<file path="config.mk">
export PLATFORM = sky130hd
export DESIGN_NAME = ti_share_gen
export DESIGN_NICKNAME = d
export VERILOG_FILES = /design/src/rtl/ti_pkg.sv /design/src/rtl/ti_lfsr4.sv /design/src/rtl/ti_share_gen.sv
export SDC_FILE = /design/constraint.sdc
export NUM_CORES = 1
export LEC_CHECK = 0
export CORE_UTILIZATION = 51
export CTS_CLUSTER_DIAMETER = 50
export DETAILED_ROUTE_END_ITERATION = 7
export GPL_TIMING_DRIVEN = 0
export HOLD_SLACK_MARGIN = 0.12
export PLACE_DENSITY_LB_ADDON = 0.08
export SYNTH_ARGS = -nofsm -noshare
export SYNTH_HDL_FRONTEND = slang
export SYNTH_SLANG_ARGS = --single-unit
export TNS_END_PERCENT = 30
</file>
<file path="constraint.sdc">
create_clock -name clk -period 2.4 [get_ports clk]
set_input_delay 0.6 -clock clk [delete_from_list [all_inputs] [get_ports clk]]
set_output_delay 0.6 -clock clk [all_outputs]
set_load 0.02 [all_outputs]
</file>
<file path="src/rtl/ti_pkg.sv">
// Shared constants, shared-word layout and LFSR step for the TI masking front-end.
package ti_pkg;
   localparam int          TI_DATA_W = 4;
   localparam int          TI_LFSR_W = 16;
   localparam logic [15:0] TI_SEED   = 16'hACE1;
   // Feedback taps at bits 15, 13, 12, 10 (maximal-length polynomial)
   localparam logic [15:0] TI_TAPS   = 16'hB400;

   typedef struct packed {
      logic [TI_DATA_W-1:0] mask;
      logic [TI_DATA_W-1:0] masked;
   } share_t;

   function automatic logic [TI_LFSR_W-1:0] lfsr_step(input logic [TI_LFSR_W-1:0] l);
      return {l[TI_LFSR_W-2:0], ^(l & TI_TAPS)};
   endfunction
endpackage

</file>
<file path="src/rtl/ti_lfsr4.sv">
// Fibonacci LFSR advancing four steps per request, with reseed and zero-seed substitution.
module ti_lfsr4
   import ti_pkg::*;
#(
   parameter int                LFSR_W = TI_LFSR_W,
   parameter logic [LFSR_W-1:0] SEED   = TI_SEED
) (
   input  logic              clk,
   input  logic              rst,
   input  logic              i_adv,
   input  logic              i_load,
   input  logic [LFSR_W-1:0] i_seed,
   output logic [LFSR_W-1:0] o_state
);
   logic [LFSR_W-1:0] r_state;
   logic [LFSR_W-1:0] w_adv;

   always_comb begin
      w_adv = r_state;
      for (int i = 0; i < 4; i++) w_adv = lfsr_step(w_adv);
   end

   // A load takes priority over the advance; all-zero seeds would lock up the register.
   always_ff @(posedge clk or posedge rst) begin
      if (rst)         r_state <= SEED;
      else if (i_load) r_state <= (i_seed == '0) ? SEED : i_seed;
      else if (i_adv)  r_state <= w_adv;
   end

   assign o_state = r_state;
endmodule

</file>
<file path="src/rtl/ti_share_gen.sv">
// Splits unshared nibbles into two Boolean shares and buffers them in a 2-entry FIFO.
module ti_share_gen
   import ti_pkg::*;
#(
   parameter int                DATA_W = TI_DATA_W,
   parameter int                LFSR_W = TI_LFSR_W,
   parameter logic [LFSR_W-1:0] SEED   = TI_SEED
) (
   input  logic                clk,
   input  logic                rst,
   input  logic [DATA_W-1:0]   in,
   input  logic                in_valid,
   output logic                in_ready,
   output logic [2*DATA_W-1:0] out,
   output logic                out_valid,
   input  logic                out_ready,
   input  logic [LFSR_W-1:0]   seed_in,
   input  logic                seed_load
);
   logic [LFSR_W-1:0]   w_lfsr;
   logic                w_acc;
   logic                w_rel;
   logic [1:0]          w_count_nxt;
   share_t              w_word;
   logic [2*DATA_W-1:0] r_mem [2];
   logic                r_head;
   logic                r_tail;
   logic [1:0]          r_count;
   logic                r_in_ready;

   ti_lfsr4 #(.LFSR_W(LFSR_W), .SEED(SEED)) u_lfsr (
      .clk     (clk),
      .rst     (rst),
      .i_adv   (w_acc),
      .i_load  (seed_load),
      .i_seed  (seed_in),
      .o_state (w_lfsr)
   );

   assign w_acc       = in_valid & r_in_ready;
   assign w_rel       = out_valid & out_ready;
   assign w_count_nxt = r_count + {1'b0, w_acc} - {1'b0, w_rel};

   always_comb begin
      w_word.mask   = w_lfsr[DATA_W-1:0];
      w_word.masked = in ^ w_lfsr[DATA_W-1:0];
   end

   always_ff @(posedge clk or posedge rst) begin
      if (rst) begin
         r_mem[0]   <= '0;
         r_mem[1]   <= '0;
         r_head     <= 1'b0;
         r_tail     <= 1'b0;
         r_count    <= 2'd0;
         r_in_ready <= 1'b0;
      end else begin
         if (w_acc) begin
            r_mem[r_tail] <= w_word;
            r_tail        <= ~r_tail;
         end
         if (w_rel) r_head <= ~r_head;
         r_count    <= w_count_nxt;
         r_in_ready <= (w_count_nxt < 2'd2);
      end
   end

   // Output is the head slot directly; when empty it shows stale data with out_valid low.
   assign out       = r_mem[r_head];
   assign out_valid = (r_count != 2'd0);
   assign in_ready  = r_in_ready;
endmodule

</file>
==> results.toml, run 1 <==
[status]
status = "finished clean"

[job]
maxCapViolations = 0

[pwr]
power.total_w = 0.00247
p_leak_nw = 1.07
powerDensity_nw_per_um2 = 1090
ir_drop_mv = 0.491

[die]
io_pins = 35
die_x_um = 61.5
rows = 21
core_area_um2 = 3360
dieArea_um2 = 3790
start_util_pct = 53.8
die_height_um = 61.5

[drt]
drt_iter0_markers = 30
viasPerCell = 5.32
routed_wl_um = 3490
vias = 1272
drtAntennaViolNets = 0
drc = 0
wl_per_cell_um = 14.6
drtPass1Iterations = 4

[sta]
hold_viol_final = 0
setup_viol = 0
tightest_slew_ps = 735
fin_ws_ps = 192
finalCritPeriodShare_pct = 92.0
grt_setup_unrepaired = "no"
clock_skew_ps = 7.91
whs_ps = 490
fmax_mhz = 453
period_needed_ps = 2210
drv_slew = 0
slew_headroom_pct = 50.9

[hold_path]
min-delay-start = "r_count[1]$_DFF_PP0_"
hold_path_depth = 1
worstHoldPathType = "flip-flop to flip-flop"

[global_route]
grt_pass1_vias = 1209
overflow = 0
grt_start_max_net_pins = 38
grt_pass1_wl_um = 5540
grt_usage_pct = 20.9
antenna_found_initial = 0

[critical_path]
cp_num_cells = 9
cp_max_fo = 10
reg2reg_from = "r_count[1]$_DFF_PP0_"
cp-end-kind = "flip-flop"
path_cells = "clkdlybuf4s50_1, nand2_4, buf_2, ha_1, inv_1, ha_1, xnor2_1, xor2_1, inv_1"
cp_slowest_cell = "clkdlybuf4s50_1"
cp-start-kind = "input pin"
cp_slowest_stage_delay_ps = 520
arrival_ps = 2450
required_ps = 2640
cpLargestDelayFamily = "buffers and inverters"
critPathBufInv = 4
critical_path_class = "input pin to flip-flop"
crit_start = "in_valid"
r2r_cells = 8

[synth]
yosysUniqueCellTypes = 23
ys_seq_area_share_pct = 51.8
synth_area_um2 = 1810
syn_avg_cell_area_um2 = 11.8
yosysWarnings = 0
syn_nets = 180
netlist_instances = 153
ys_ff_latch = 37

[clocking]
htree_levels = 2
numCtsBuffers = 5
clock_path_buffers = 2
path_clk_slew_ps = 100
cts_setup_buffers = 0
cts.sinks = 37
cts_tree = "yes"
clk_latency_ps = 340
cts_root_buffer = "clkbuf_4"

[finish]
final_nets = 219
final_common_cell = "dfrtp_1"
layout-drive-gt1-share_pct = 23.3
final_cell_mix = "dfrtp_1 (28), clkdlybuf4s50_1 (25), mux2_2 (22)"
diodes = 0
syn_to_final_growth_pct = 25.3

[place]
dp.final_hpwl_um = 2630
dpl_worst_slack_ps = -179
portBuffers = 33
finalWeightedCongestion = 0.739
final cells by class:
cell class                      count  area, um^2
Timing Repair Buffer               33         350
Multi-Input combinational cell    105         821
Inverter                            3        11.3
Clock inverter                      2        10.0
Fill cell                         294        1100
Buffer                              7        36.3
Sequential cell                    37         937
Tap cell                           46        57.6
Clock buffer                        6        41.3
registers in the layout, summed over array words and instances, names as in the netlist:
register and cells:
r_count 2, r_head 1, r_tail 1, r_mem 16, u_lfsr.o_state 16, in_ready 1
Yosys cell counts:
cell / instances / share of area, %
dfrtp_1: 29 / 40
mux2_2: 22 / 14
nand2_1: 18 / 3.7
o21ai_0: 18 / 5.0
xnor2_1: 13 / 6.3
mux2i_1: 9 / 5.0
dfstp_2: 8 / 12
o22a_1: 7 / 3.4
clkbuf_1: 5 / 1.0
nor4_1: 4 / 1.4
xor2_1: 4 / 1.9
inv_1: 3 / 0.62
buf_2: 2 / 0.55
ha_1: 2 / 1.4
and2_1: 1 / 0.35
and4_1: 1 / 0.48
buf_6: 1 / 0.62
mux2_4: 1 / 0.83
nand2_4: 1 / 0.62
nand2b_1: 1 / 0.35
nand3_1: 1 / 0.28
or2_0: 1 / 0.35
or2_2: 1 / 0.35
per-layer routing:
metal,up-vias,GRT usage (%),part of all wire (%)
li1,613,-,-
met1,621,25.1,43
met2,32,36.3,50
met3,6,6.09,5.6
met4,0,6.67,1.1
met5,-,0,0
report_power, final:
group	internal, W	switching, W	total, W
registers	0.000872	0.000177	0.00105
clock network	0.000112	0.000200	0.000312
logic	0.000614	0.000494	0.00111
total	0.00160	0.000871	0.00247
repair_timing:
action                                 4_1_cts  5_1_grt
hold buffers                                 0        0
resized for setup                            1        8
setup endpoints to repair                    8        8
endpoints found under the hold margin        0        0
gates cloned                                 0        0
stage by stage:
| step | cell area (um^2) | TNS (ps) | std cells | util (%) |
|---|---|---|---|---|
| global route | 2260 | 0 | 239 | 67.3 |
| floorplan | 1810 | 0 | 153 | - |
| finish | 2260 | 0 | 239 | 67.3 |
| global placement | 2200 | -188 | 232 | 65.3 |
| detailed placement | 2200 | -269 | 232 | 65.3 |
| CTS | 2240 | 0 | 239 | 66.7 |
path summary, 6_finish.rpt:
kind / end / slack [ps]
min in group asynchronous: r_mem[6]$_DFFE_PP0P_ / 690
worst min-delay path: in_ready$_DFF_PP0_ / 490
worst max register to register: r_count[1]$_DFF_PP0_ / 470
worst max-delay path: r_count[1]$_DFF_PP0_ / 190
max in group asynchronous: r_head$_DFFE_PP0P_ / 1210
worst min register to register: in_ready$_DFF_PP0_ / 490
logic make-up after synthesis:
family / Yosys count / synth area share [%]
adder cells (fa/ha/maj): 2 / 1.38
AO/OA/AOI/OAI: 25 / 8.37
buffers and inverters: 11 / 2.84
XOR/XNOR: 17 / 8.24
flip-flops: 37 / 51.8
AND/OR/NAND/NOR: 29 / 7.89
multiplexers: 32 / 19.5
No activity file was read; power rests on OpenSTA's default activity.
==> run 2, diff against run 1 <==
--- a/config.mk
+++ b/config.mk
@@ -5,6 +5,7 @@
 export SDC_FILE = /design/constraint.sdc
 export NUM_CORES = 1
 export LEC_CHECK = 0
+export CAP_MARGIN = 20
 export CORE_UTILIZATION = 51
 export CTS_CLUSTER_DIAMETER = 50
 export DETAILED_ROUTE_END_ITERATION = 7
==> run 2 against run 1 <==
Effect of this change: sequential share of layout area decreased by 0.34 points; clock-buffer cell count increased by 1; register-to-register slack about the same; worst hold slack about the same; clock skew increased by 4.3 ps; routed wire length decreased by 2.6%; total power increased by 0.42%; cell area increased by 0.83%; first-iteration DRC count decreased by 13%; largest power group unchanged; highest routed layer unchanged.
==> results.toml, run 2 (synthesis gave the netlist of run 1 again) <==
[die]
io_pins = 35
dieArea_um2 = 3790
rows = 21
core_area_um2 = 3360
die_x_um = 61.5
die_height_um = 61.5
start_util_pct = 53.8

[finish]
nFillCells = 289
final_nets = 220
final_cell_area_um2 = 2280
final_common_cell = "dfrtp_1"
seqCellArea_um2 = 937
multi_input_area_um2 = 821
diodes = 0
final_cell_mix = "dfrtp_1 (28), clkdlybuf4s50_1 (25), mux2_2 (22)"
layout-drive-gt1-share_pct = 22.8
syn_to_final_growth_pct = 26.3

[drt]
drc = 0
drtPass1Iterations = 2
viasPerCell = 5.32
wl_per_cell_um = 14.2
drt_iter0_markers = 26
routed_wl_um = 3400
vias = 1271
drtAntennaViolNets = 0

[pwr]
ir_drop_mv = 0.552
p_leak_nw = 1.08
power.total_w = 0.00248
powerDensity_nw_per_um2 = 1090

[clocking]
cts.sinks = 37
clk_latency_ps = 340
path_clk_slew_ps = 90
cts_root_buffer = "clkbuf_4"
htree_levels = 2
clock_path_buffers = 2
cts_tree = "yes"
hold_buffers = 0
cts_setup_buffers = 0
numCtsBuffers = 5
cts_resized = 1

[critical_path]
crit-reg2reg-capture = "r_count[1]$_DFF_PP0_"
r2r_slack_ps = 480
cp_max_fo = 10
arrival_ps = 2450
cp-start-kind = "input pin"
critical_path_class = "input pin to flip-flop"
required_ps = 2620
reg2reg_from = "r_count[1]$_DFF_PP0_"
r2r_cells = 8
cp-end-kind = "flip-flop"

[hold_path]
min-delay-start = "r_count[1]$_DFF_PP0_"
hold_path_depth = 1
min_to = "in_ready$_DFF_PP0_"
worstHoldPathType = "flip-flop to flip-flop"

[place]
dp.final_hpwl_um = 2620
dpl_worst_slack_ps = -183
dpl_cell_area_um2 = 2210
portBuffers = 33
finalWeightedCongestion = 0.739

[global_route]
overflow = 0
grt_pass1_wl_um = 5330
grt_pass1_vias = 1196
grt_usage_pct = 20.1
grt_start_max_net_pins = 25
antenna_found_initial = 0

[job]
maxCapViolations = 0

[status]
status = "finished clean"

[sta]
clock_skew_ps = 12.2
period_needed_ps = 2230
tightest_slew_ps = 942
setup_viol = 0
fmax_mhz = 448
fin_ws_ps = 166
hold_viol_final = 0
grt_setup_unrepaired = "no"
drv_slew = 0
slew_headroom_pct = 37.1
finalCritPeriodShare_pct = 93.1
[run 2: critical path, cell delays in order]
cell and delay [ps]:
clkdlybuf4s50_1 520, nand2_4 120, buf_2 240, ha_1 310
inv_1 40, ha_1 180, xnor2_1 170, xor2_1 210
inv_1 60
[run 2: layout make-up]
cell class                      instances  area share, %
Timing Repair Buffer                   34           16.0
Tap cell                               46           2.52
Multi-Input combinational cell        105           35.9
Sequential cell                        37           41.0
Clock buffer                            7           2.41
Buffer                                  7           1.59
Inverter                                3          0.493
[run 2: how the worst max path moves through the flow]
| stage | cells after the start | endpoint | slack, ps | startpoint |
|---|---|---|---|---|
| floorplan | 8 | r_count[1]$_DFF_PP0_ | 510 | r_count[1]$_DFF_PP0_ |
| global placement | 9 | r_count[1]$_DFF_PP0_ | -140 | in_valid |
| detailed placement | 9 | r_count[1]$_DFF_PP0_ | -180 | in_valid |
| CTS | 2 | out[2] | 30 | r_head$_DFFE_PP0P_ |
| global route | 9 | r_count[1]$_DFF_PP0_ | 100 | in_valid |
| finish | 9 | r_count[1]$_DFF_PP0_ | 170 | in_valid |
[run 2: per-layer routing]
| metal | part of all wire (%) | track usage [%] | vias up |
|---|---|---|---|
| met1 | 42 | 23.3 | 613 |
| met4 | 1.6 | 7.62 | 0 |
| met2 | 49 | 33.8 | 36 |
| met3 | 7.0 | 7.56 | 8 |
| li1 | - | - | 614 |
| met5 | 0 | 0 | - |
[run 2: report_power, final]
part           leakage, nW  switching (W)  total (W)  internal (W)
clock network       0.0314       0.000185   0.000323      0.000138
registers            0.437       0.000174    0.00105      0.000872
logic                0.610       0.000493    0.00111      0.000616
total                 1.08       0.000852    0.00248       0.00163
[run 2: through the flow]
step / TNS (ps) / utilization (%) / hold WS (ps) / instances
floorplan: 0 / - / 444 / 153
global placement: -188 / 65.3 / 457 / 232
detailed placement: -284 / 65.7 / 472 / 233
CTS: 0 / 67.3 / 491 / 239
global route: 0 / 67.9 / 506 / 239
finish: 0 / 67.9 / 490 / 239
